==> src/rtl/add_chain_pkg.sv <==
// Shared constants and reference function for the pipelined add chain.
// The ADD_CHAIN_PIPE_CNT_EN build adds an output transfer counter of ADD_CHAIN_CNT_W bits.
package add_chain_pkg;

    localparam int ADD_CHAIN_STAGES = 4;
    localparam int ADD_CHAIN_CNT_W  = 32;

    // Reference result {t3, t2} for word width w (even, 4..62) and increment inc.
    function automatic logic [63:0] add_chain_ref(
        input int unsigned w,
        input logic [63:0] inc,
        input logic [63:0] din
    );
        logic [63:0] mask_w;
        logic [63:0] mask_h;
        logic [63:0] t0;
        logic [63:0] t0l;
        logic [63:0] t1;
        logic [63:0] t2;
        logic [63:0] t3;
        int unsigned h;
        h      = w / 32'd2;
        mask_w = (64'd1 << w) - 64'd1;
        mask_h = (64'd1 << h) - 64'd1;
        t0     = (din + inc) & mask_w;
        t0l    = t0 & mask_h;
        t1     = (t0l + (din & mask_h)) & mask_h;
        t2     = (t1 + t0l) & mask_h;
        t3     = (t2 + t1) & mask_h;
        return (t3 << h) | t2;
    endfunction

endpackage

==> src/rtl/add_chain_stage.sv <==
// One elastic register slice: holds a payload while valid, loads whenever it is
// empty or its content is being taken downstream in the same cycle.
module add_chain_stage #(
    parameter int DW = 16
) (
    input  logic          clk,
    input  logic          rst,
    input  logic          valid_i,
    output logic          ready_o,
    input  logic [DW-1:0] data_i,
    output logic          valid_o,
    input  logic          ready_i,
    output logic [DW-1:0] data_o
);

    logic          valid_q;
    logic          valid_d;
    logic [DW-1:0] data_q;
    logic [DW-1:0] data_d;
    logic          load_s;

    assign ready_o = !valid_q || ready_i;
    assign load_s  = valid_i && ready_o;
    assign valid_o = valid_q;
    assign data_o  = data_q;

    // Next-state: an open slice takes whatever is offered, a stalled one holds.
    always_comb begin
        valid_d = valid_q;
        data_d  = data_q;
        if (ready_o) begin
            valid_d = valid_i;
        end else begin
            valid_d = valid_q;
        end
        if (load_s) begin
            data_d = data_i;
        end else begin
            data_d = data_q;
        end
    end

    // Valid bit carries the only reset in the slice.
    always_ff @(posedge clk) begin
        if (rst) begin
            valid_q <= 1'b0;
        end else begin
            valid_q <= valid_d;
        end
    end

    // Payload register, reset-free.
    always_ff @(posedge clk) begin
        data_q <= data_d;
    end

endmodule

==> src/rtl/add_chain_pipe.sv <==
// Four-slice pipelined increment/half-width add chain with valid/ready flow control.
// Defining ADD_CHAIN_PIPE_CNT_EN adds the xfer_cnt output transfer counter.
module add_chain_pipe
    import add_chain_pkg::*;
#(
    parameter int          W   = 16,
    parameter int unsigned INC = 1
) (
    input  logic                       clk,
    input  logic                       rst,
    input  logic                       in_valid,
    output logic                       in_ready,
    input  logic [W-1:0]               in_data,
    output logic                       out_valid,
    input  logic                       out_ready,
    output logic [W-1:0]               out_data
`ifdef ADD_CHAIN_PIPE_CNT_EN
    ,
    output logic [ADD_CHAIN_CNT_W-1:0] xfer_cnt
`endif
);

    localparam int H = W / 2;
    localparam logic [W-1:0] INC_W = W'(INC);

    logic [W-1:0] t0_s;
    logic         unused_t0_hi_s;
    logic [H-1:0] sum12_s;
    logic [H-1:0] sum23_s;
    logic [H-1:0] sum34_s;
    logic [W-1:0] pl1_in_s, pl2_in_s, pl3_in_s, pl4_in_s;
    logic [W-1:0] pl1_s, pl2_s, pl3_s, pl4_s;
    logic         v1_s, v2_s, v3_s, v4_s;
    logic         r1_s, r2_s, r3_s, r4_s;

    // Every slice after the first holds {hi, lo} and forwards {hi + lo, hi}, which
    // yields {t1,t0l}, {t2,t1} and {t3,t2} in turn.
    always_comb begin
        t0_s     = in_data + INC_W;
        pl1_in_s = {t0_s[H-1:0], in_data[H-1:0]};
        sum12_s  = pl1_s[W-1:H] + pl1_s[H-1:0];
        pl2_in_s = {sum12_s, pl1_s[W-1:H]};
        sum23_s  = pl2_s[W-1:H] + pl2_s[H-1:0];
        pl3_in_s = {sum23_s, pl2_s[W-1:H]};
        sum34_s  = pl3_s[W-1:H] + pl3_s[H-1:0];
        pl4_in_s = {sum34_s, pl3_s[W-1:H]};
    end

    assign unused_t0_hi_s = ^t0_s[W-1:H];

    add_chain_stage #(.DW(W)) u_s1 (
        .clk(clk), .rst(rst), .valid_i(in_valid), .ready_o(r1_s), .data_i(pl1_in_s),
        .valid_o(v1_s), .ready_i(r2_s), .data_o(pl1_s)
    );
    add_chain_stage #(.DW(W)) u_s2 (
        .clk(clk), .rst(rst), .valid_i(v1_s), .ready_o(r2_s), .data_i(pl2_in_s),
        .valid_o(v2_s), .ready_i(r3_s), .data_o(pl2_s)
    );
    add_chain_stage #(.DW(W)) u_s3 (
        .clk(clk), .rst(rst), .valid_i(v2_s), .ready_o(r3_s), .data_i(pl3_in_s),
        .valid_o(v3_s), .ready_i(r4_s), .data_o(pl3_s)
    );
    add_chain_stage #(.DW(W)) u_s4 (
        .clk(clk), .rst(rst), .valid_i(v3_s), .ready_o(r4_s), .data_i(pl4_in_s),
        .valid_o(v4_s), .ready_i(out_ready), .data_o(pl4_s)
    );

    assign in_ready  = r1_s;
    assign out_valid = v4_s;
    assign out_data  = pl4_s;

`ifdef ADD_CHAIN_PIPE_CNT_EN
    logic [ADD_CHAIN_CNT_W-1:0] cnt_q;
    logic [ADD_CHAIN_CNT_W-1:0] cnt_d;

    // Count completed output transfers, wrapping naturally at the top.
    always_comb begin
        cnt_d = cnt_q;
        if (v4_s && out_ready) begin
            cnt_d = cnt_q + 32'd1;
        end else begin
            cnt_d = cnt_q;
        end
    end

    // Counter register.
    always_ff @(posedge clk) begin
        if (rst) begin
            cnt_q <= 32'd0;
        end else begin
            cnt_q <= cnt_d;
        end
    end

    assign xfer_cnt = cnt_q;
`endif

endmodule

==> config.mk <==
export PLATFORM = sky130hd
export DESIGN_NAME = add_chain_pipe
export DESIGN_NICKNAME = d
export VERILOG_FILES = /design/src/rtl/add_chain_pkg.sv /design/src/rtl/add_chain_stage.sv /design/src/rtl/add_chain_pipe.sv
export SDC_FILE = /design/constraint.sdc
export NUM_CORES = 1
export LEC_CHECK = 0
export ABC_AREA = 1
export BUFFER_PORTS_ARGS = -buffer_cell sky130_fd_sc_hd__buf_4
export CAP_MARGIN = 20
export CORE_ASPECT_RATIO = 1.25
export CORE_MARGIN = 10
export CORE_UTILIZATION = 40
export CTS_BUF_LIST = sky130_fd_sc_hd__clkbuf_4 sky130_fd_sc_hd__clkbuf_8 sky130_fd_sc_hd__clkbuf_16
export CTS_CLUSTER_DIAMETER = 60
export DETAILED_ROUTE_END_ITERATION = 10
export PLACE_DENSITY = 0.56
export SKIP_CTS_REPAIR_TIMING = 1
export SLEW_MARGIN = 0
export SYNTH_ARGS = -nofsm -noshare
export SYNTH_HDL_FRONTEND = slang
export SYNTH_SLANG_ARGS = --single-unit
==> constraint.sdc <==
create_clock -name clk -period 2.4 [get_ports clk]
set_clock_uncertainty 0.2 [all_clocks]
set_input_delay 0.36 -clock clk [delete_from_list [all_inputs] [get_ports clk]]
set_output_delay 0.36 -clock clk [all_outputs]
set_load 0.05 [all_outputs]
==> out/metrics.yaml, run 1 <==
setup_path:
  crit_path_top_delay_cell: "fa_1"
  arrival_ps: 1810
  r2r_slack_ps: 480
  rr_startpoint: "u_s1.data_o[8]$_DFFE_PP_"
  cp_slowest_stage_delay_ps: 410
  cp_common_cell: "nand2_1"
  critPathLaunchType: "register"
  cp.required_ps: 2290
  r2r_end: "u_s2.data_o[14]$_DFFE_PP_"
  crit_path_max_fanout: 2
  end_kind: "register"
  crit_type: "register to register"
  worst_r2r_path_depth: 9
  crit_buf_inv: 2
  cp_top_family: "adder cells"
  worstPathCellList: "ha_1 > inv_1 > fa_1 > inv_1 > nand2_1 > nand2_1 > nand3_1 > nand3_1 > nand2_1"
timing:
  setup_slack_ps: 482
  rsz0062_at_grt: "false"
  fin_tns_setup_ps: 0
  min_period_ps: 1920
  fin_crit_sh_pct: 79.9
  finalHoldViolations: 0
  slew_headroom_pct: 61.4
  slew_violations: 0
  setup_viol: 0
  timing.hold.ws_ps: 18.0
  tightest_slew_ps: 578
  max_freq_mhz: 521
cells_and_area:
  final_util_pct: 47.9
  postLayoutCellArea_um2: 3750
  layout.area.seq_um2: 2000
  drive_gt1_share_pct: 14.1
  antenna_cells: 0
  fin_cells: 428
  nFillCells: 760
  syn2layout_area_growth_pct: 15.8
  layout.nets: 374
  multiInputGateArea_um2: 1050
floorplanning:
  die_h_um: 121
  rows: 36
  die_area_um2: 12100
  core_um2: 7840
  ioPinCount: 38
  initial_core_util_pct: 41.3
  die_w_um: 100
place:
  port-buffer-count: 29
  dp_hpwl_um: 3550
  gp_congestion: 0.824
  place_inst: 412
  place_area_um2: 3590
  place_ws_ps: 515
route:
  drt_iter0_markers: 72
  drcViolationCount: 0
  vias: 1961
  dr.pass1.iters: 4
  drtAntennaViolNets: 0
  vias_per_cell: 4.58
  routedWlPerCell_um: 10.8
  wl_um: 4640
min_path:
  hold_path_class: "primary input to register"
  min_to: "u_s1.data_o[7]$_DFFE_PP_"
  min-delay-start: "in_data[7]"
  hold_depth: 1
yosys:
  synth_area_um2: 3240
  synth.distinct_cells: 19
  synth_fp_nets: 331
  synth_edf_count: 64
  synth-main-ff-cell: "edfxtp_1"
  ys_ff_latch: 68
  yosys_warnings: 0
  async_flop_share_pct: 0
  ys_seq_area_share_pct: 61.8
  synth_cells: 286
  synth.avg_cell_area_um2: 11.3
clocking:
  htreeDepth: 3
  cts-root-buf: "clkbuf_8"
  cts.sinks: 68
  clk_latency_ps: 330
  clkTransAtPathRegs_ps: 70
  cts_made_buffers: 9
  cts.path.max_buffers: 2
  cts_tree: "yes"
run_status:
  status: "finished, final reports clean"
global_routing:
  grt-busiest-layer: "met2"
  grt_start_max_net_pins: 17
  antenna_found_initial: 0
  grt_pass1_vias: 2039
  grt_pass1_wl_um: 8220
  overflow: 0
  met1_usage_pct: 7.17
  track_usage_pct: 8.43
  use_met3_pct: 2.62
  gr-usage-met2_pct: 16.0
power_and_ir_drop:
  power_density_nw_per_um2: 653
  ir_worst_vdd_mv: 0.371
  power_frac_clock_pct: 30.4
  p_sw_mw: 0.586
  finalPower_mw: 2.45
  swShare_pct: 23.9
  leakage_nw: 1.66
  p_comb_share_pct: 12.6
  seq_power_share_pct: 57.0
  intPower_mw: 1.86
run:
  max-cap-violations: 0
-- registers in the layout, indices dropped and copies added (netlist names) --
| signal | flops |
|---|---|
| u_s4.data_o | 16 |
| u_s3.valid_o | 1 |
| u_s2.valid_o | 1 |
| u_s1.valid_o | 1 |
| u_s1.data_o | 16 |
| u_s4.valid_o | 1 |
| u_s2.data_o | 16 |
| u_s3.data_o | 16 |
-- routing by layer --
metal | vias up | routed length, um | share of wire (%)
li1 | 1023 | - | -
met5 | - | 0 | 0
met4 | 0 | 115 | 2.5
met2 | 39 | 2550 | 55
met1 | 887 | 1710 | 37
met3 | 12 | 260 | 5.6
-- cell families after synthesis --
family,count (synthesis),synth area share [%]
AOI/OAI and AO/OA,12,1.89
xor gates and xnor gates,17,4.60
adders and majority gates,25,10.4
buffers and inverters,49,5.68
DFF,68,61.8
and+or+nand+nor,115,15.6
-- final cells by class --
type	instances	share of cell area (%)
flip-flops and latches	68	53.4
multi-input cells	169	28.1
repair buffers	32	6.47
inverters	49	4.90
clock buffers	10	3.50
well taps	95	3.17
clock inverters	5	0.534
-- worst register-to-register path, delay by kind of cell, from the launching register on --
kind                       cells  cell delay [ps]
adders and majority gates      2              580
buffers and inverters          2              130
DFF                            1              350
and+or+nand+nor                5              410
-- cells in the mapped netlist, types with 2 or more instances --
cell type  number  area share, %
inv_1          49            5.7
xor2_1          3           0.81
nand3_1        17            2.6
or2_1           6            1.2
edfxtp_1       64             59
nand3b_1        3           0.70
fa_1            3            1.9
nor2_1         10            1.2
ha_1           22            8.5
dfxtp_1         4            2.5
nand3_2         2           0.62
nand2_1        73            8.5
a21oi_1        11            1.7
xnor2_1        14            3.8
-- worst max-delay path by stage --
stage                                   start                   endpoint  slack, ps  depth (start not counted)
finish               u_s1.data_o[8]$_DFFE_PP_  u_s2.data_o[14]$_DFFE_PP_        480                          9
global route         u_s1.data_o[8]$_DFFE_PP_  u_s2.data_o[14]$_DFFE_PP_        410                          9
CTS                  u_s1.data_o[8]$_DFFE_PP_  u_s2.data_o[14]$_DFFE_PP_        470                          9
detailed placement   u_s2.data_o[8]$_DFFE_PP_  u_s3.data_o[14]$_DFFE_PP_        520                          9
global placement     u_s2.data_o[8]$_DFFE_PP_  u_s3.data_o[14]$_DFFE_PP_        560                          9
floorplan           u_s4.valid_o$_SDFFE_PP0P_   u_s1.data_o[0]$_DFFE_PP_        240                          3
-- power by group through the flow --
stage | Clock, mW | Sequential [mW] | Combinational (mW)
finish | 0.745 | 1.40 | 0.308
global route | 0.832 | 1.40 | 0.358
global placement | 0 | 1.42 | 0.295
CTS | 0.777 | 1.40 | 0.310
detailed placement | 0 | 1.42 | 0.305
floorplan | 0 | 1.43 | 0.215
-- placed cells by master, fill, tap and decap left out, drive strengths merged, types with 3 or more instances in the layout --
master and n:
clkinv 5, nand2 74, inv 49, xor2 3
edfxtp 64, a21oi 11, nor2 12, buf 31
dfxtp 4, nand3b 3, fa 3, nand3 19
ha 22, xnor2 14, or2 6, clkbuf 10
Power figures use the tool's default switching activity.
==> run 2: changes to the inputs <==
Settings changed: ABC_AREA 1 to 0, PLACE_DENSITY 0.56 to 0.59.
Clock period 2.4 ns to 1.7 ns, I/O delays scaled along.
==> run 2 against run 1 <==
Effect of this change:
- highest routed layer unchanged
- cell area up 19%
- sequential power is 41% higher
- sequential share of layout area is 8.4 points lower
- first-iteration DRC count down 4.2%
- final cell count shrank 2.3%
- global-route usage is 0.35 points higher
- non-clock buffer count grew 60
- die area shrank 3.3%
- fmax fell by 8.2%
- register-to-register slack worse by 870 ps
- via count is 2.7% higher
- wire length grew 13%
- the flow now finishes with violations (hold timing, setup timing)
==> out/metrics.yaml, run 2 <==
run_status:
  status: "finished with violations"
  violations: "hold timing, setup timing"
cells_and_area:
  final_cell_mix: "buf_4, edfxtp_1, xnor2_1"
  layout_commonest_cell: "buf_4"
  syn2layout_area_growth_pct: 43.5
  antenna_cells: 0  # unchanged
  final_util_pct: 59.5  # +12 points
  layout.nets: 366  # -2.1%
  nFillCells: 597  # -21%
  drive_gt1_share_pct: 43.9  # +30 points
yosys:
  synth_edf_count: 64  # unchanged
  synth_top_cell_area_share_pct: 61.8  # +2.5 points
  synth.avg_cell_area_um2: 14.3  # +26%
  synth_fp_nets: 263  # -21%
  async_flop_share_pct: 0  # unchanged
  synth.distinct_cells: 32  # +13
  ys_seq_area_share_pct: 64.4  # +2.6 points
  synthMostInstantiatedCell: "edfxtp_1"
  ys_top_cells_by_count: "edfxtp_1, ha_1, a21oi_1"
  synth_largest_area_cell: "edfxtp_1"
  synth_cells: 218  # -24%
  ys_ff_latch: 68  # unchanged
  synth-main-ff-cell: "edfxtp_1"
  synth_area_leaders: "edfxtp_1, ha_1, xnor2_1"
  synth_area_um2: 3110  # -4.0%
  yosys_warnings: 0  # unchanged
timing:
  rsz0062_at_grt: "true"
  max_freq_mhz: 479  # -8.2%
  slew_violations: 0  # unchanged
  finalHoldViolations: 1  # +1
  timing.hold.ws_ps: -4.26  # -22.3 ps
  slew_headroom_pct: 65.9  # +4.5 points
  fin_crit_sh_pct: 123  # +43 points
  tightest_slew_ps: 510  # -68.0 ps
  setup_slack_ps: -388  # -871 ps
  min_period_ps: 2090  # +171 ps
  setup_viol: 16  # +16
power_and_ir_drop:
  power_density_nw_per_um2: 934  # +43%
  ir_worst_vdd_mv: 0.811  # +120%
  leakage_nw: 1.76  # +5.7%
setup_path:
  arrival_ps: 2100  # +290 ps
  cp_slowest_stage_delay_ps: 470  # +60 ps
  worstPathCellList: "ha_2 > inv_2 > fa_2 > nor2b_4 > o31a_1 > or4b_1 > nand3_1"
  critPathLaunchType: "register"
  crit_path_max_fanout: 3  # +1
  crit_path_top_delay_cell: "or4b_1"
  crit_type: "register to register"
  crit_buf_inv: 1  # -1
  cp.required_ps: 1710  # -580 ps
  cp_top_family: "simple AND/OR/NAND/NOR gates"
  end_kind: "register"
floorplanning:
  die_w_um: 98.8  # -1.6%
  ioPinCount: 38  # unchanged
  die_h_um: 119  # -1.7%
  die_area_um2: 11700  # -3.3%
  rows: 35  # -2.8%
  core_um2: 7490  # -4.5%
  initial_core_util_pct: 41.5  # +0.19 points
clocking:
  cts-root-buf: "clkbuf_8"
  cts_tree: "yes"
  cts.sinks: 68  # unchanged
  clk_latency_ps: 350  # +20 ps
  htreeDepth: 3  # unchanged
  cts_made_buffers: 9  # unchanged
  clkTransAtPathRegs_ps: 70  # about the same
  cts.path.max_buffers: 2  # unchanged
route:
  wl_um: 5260  # +13%
  dr.pass1.iters: 4  # unchanged
  drt_iter0_markers: 69  # -4.2%
  drcViolationCount: 0  # unchanged
  routedWlPerCell_um: 12.6  # +16%
  vias: 2013  # +2.7%
  vias_per_cell: 4.82  # +5.1%
  drtAntennaViolNets: 0  # unchanged
global_routing:
  track_usage_pct: 8.78  # +0.35 points
  antenna_found_initial: 0  # unchanged
  grt_start_max_net_pins: 17  # unchanged
  grt_pass1_vias: 2038  # -0.049%
  overflow: 0  # unchanged
  grt_pass1_wl_um: 8520  # +3.7%
place:
  gp_congestion: 0.750  # -8.9%
  dp_hpwl_um: 3780  # +6.4%
  port-buffer-count: 29  # unchanged
run:
  max-cap-violations: 0  # unchanged
min_path:
  hold_path_class: "primary input to register"
==> run 2: cell types whose count changed after synthesis, sizes merged, moves of 3 or more <==
cell and delta:
o31a +3, inv -34, nand2 -69, a21o +3, o21a +3, a211oi +4, o21ai +9, a21oi +5
or2 -6, nand3 -12, nand3b -3, xor2 +3, nor2b +7
==> run 2: logic make-up after synthesis <==
kind of cell / after synthesis / share of synthesized area (%)
AOI/OAI and AO/OA: 45 / 9.02
adders and majority gates: 25 / 10.8
buffers and inverters: 15 / 1.81
and+or+nand+nor: 44 / 7.97
xor gates and xnor gates: 19 / 5.35
muxes: 2 / 0.644
DFF: 68 / 64.4
==> run 2: routing by layer <==
metal  track usage, %  up-vias  wire length (um)
met3             2.80       13               249
li1                 -     1020                 -
met4             5.83        0               145
met5                0        -                 0
met1             8.23      946              2000
met2             15.7       34              2870
==> run 2: cell type report <==
| type | count | area, um2 | share of cell area (%) |
|---|---|---|---|
| flip-flops and latches | 68 | 2010 | 45.0 |
| multi-input cells | 135 | 1290 | 28.9 |
| repair buffers | 92 | 752 | 16.9 |
| clock buffers | 12 | 165 | 3.70 |
| well taps | 92 | 115 | 2.58 |
| clock inverters | 4 | 77.6 | 1.74 |
| inverters | 15 | 56.3 | 1.26 |
==> run 2: where the power goes <==
group,internal [mW],switching (mW)
clock,0.956,0.613
combinational,0.330,0.287
sequential,1.94,0.0385
==> run 2: worst paths after layout <==
kind,start,slack (ps),to,cells past startpoint
max,u_s3.data_o[8]$_DFFE_PP_,-390,u_s4.data_o[14]$_DFFE_PP_,7
min,in_valid,-4,u_s1.valid_o$_SDFFE_PP0P_,3
max reg2reg,u_s3.data_o[8]$_DFFE_PP_,-390,u_s4.data_o[14]$_DFFE_PP_,7
min reg2reg,u_s1.data_o[14]$_DFFE_PP_,270,u_s2.data_o[6]$_DFFE_PP_,0
==> run 2: worst register-to-register path, delay by kind of cell (launching register included) <==
kind | cells | cell delay [ps]
AOI/OAI and AO/OA | 1 | 270
adders and majority gates | 2 | 430
buffers and inverters | 1 | 50
DFF | 1 | 390
and+or+nand+nor | 3 | 600
==> run 2: per-stage QoR <==
| step | power [mW] | setup TNS, ps | worst slack [ps] | cell area (um2) | instances |
|---|---|---|---|---|---|
| 2_1_floorplan | 2.32 | -941 | -293 | 3170 | 218 |
| 3_3_place_gp | 2.51 | -2410 | -329 | 3830 | 383 |
| 3_5_place_dp | 2.53 | -2730 | -369 | 3830 | 383 |
| 4_1_cts | 4.10 | -3220 | -397 | 4070 | 399 |
| 5_1_grt | 4.36 | -3230 | -440 | 4460 | 418 |
| 6_report | 4.16 | -2170 | -388 | 4460 | 418 |
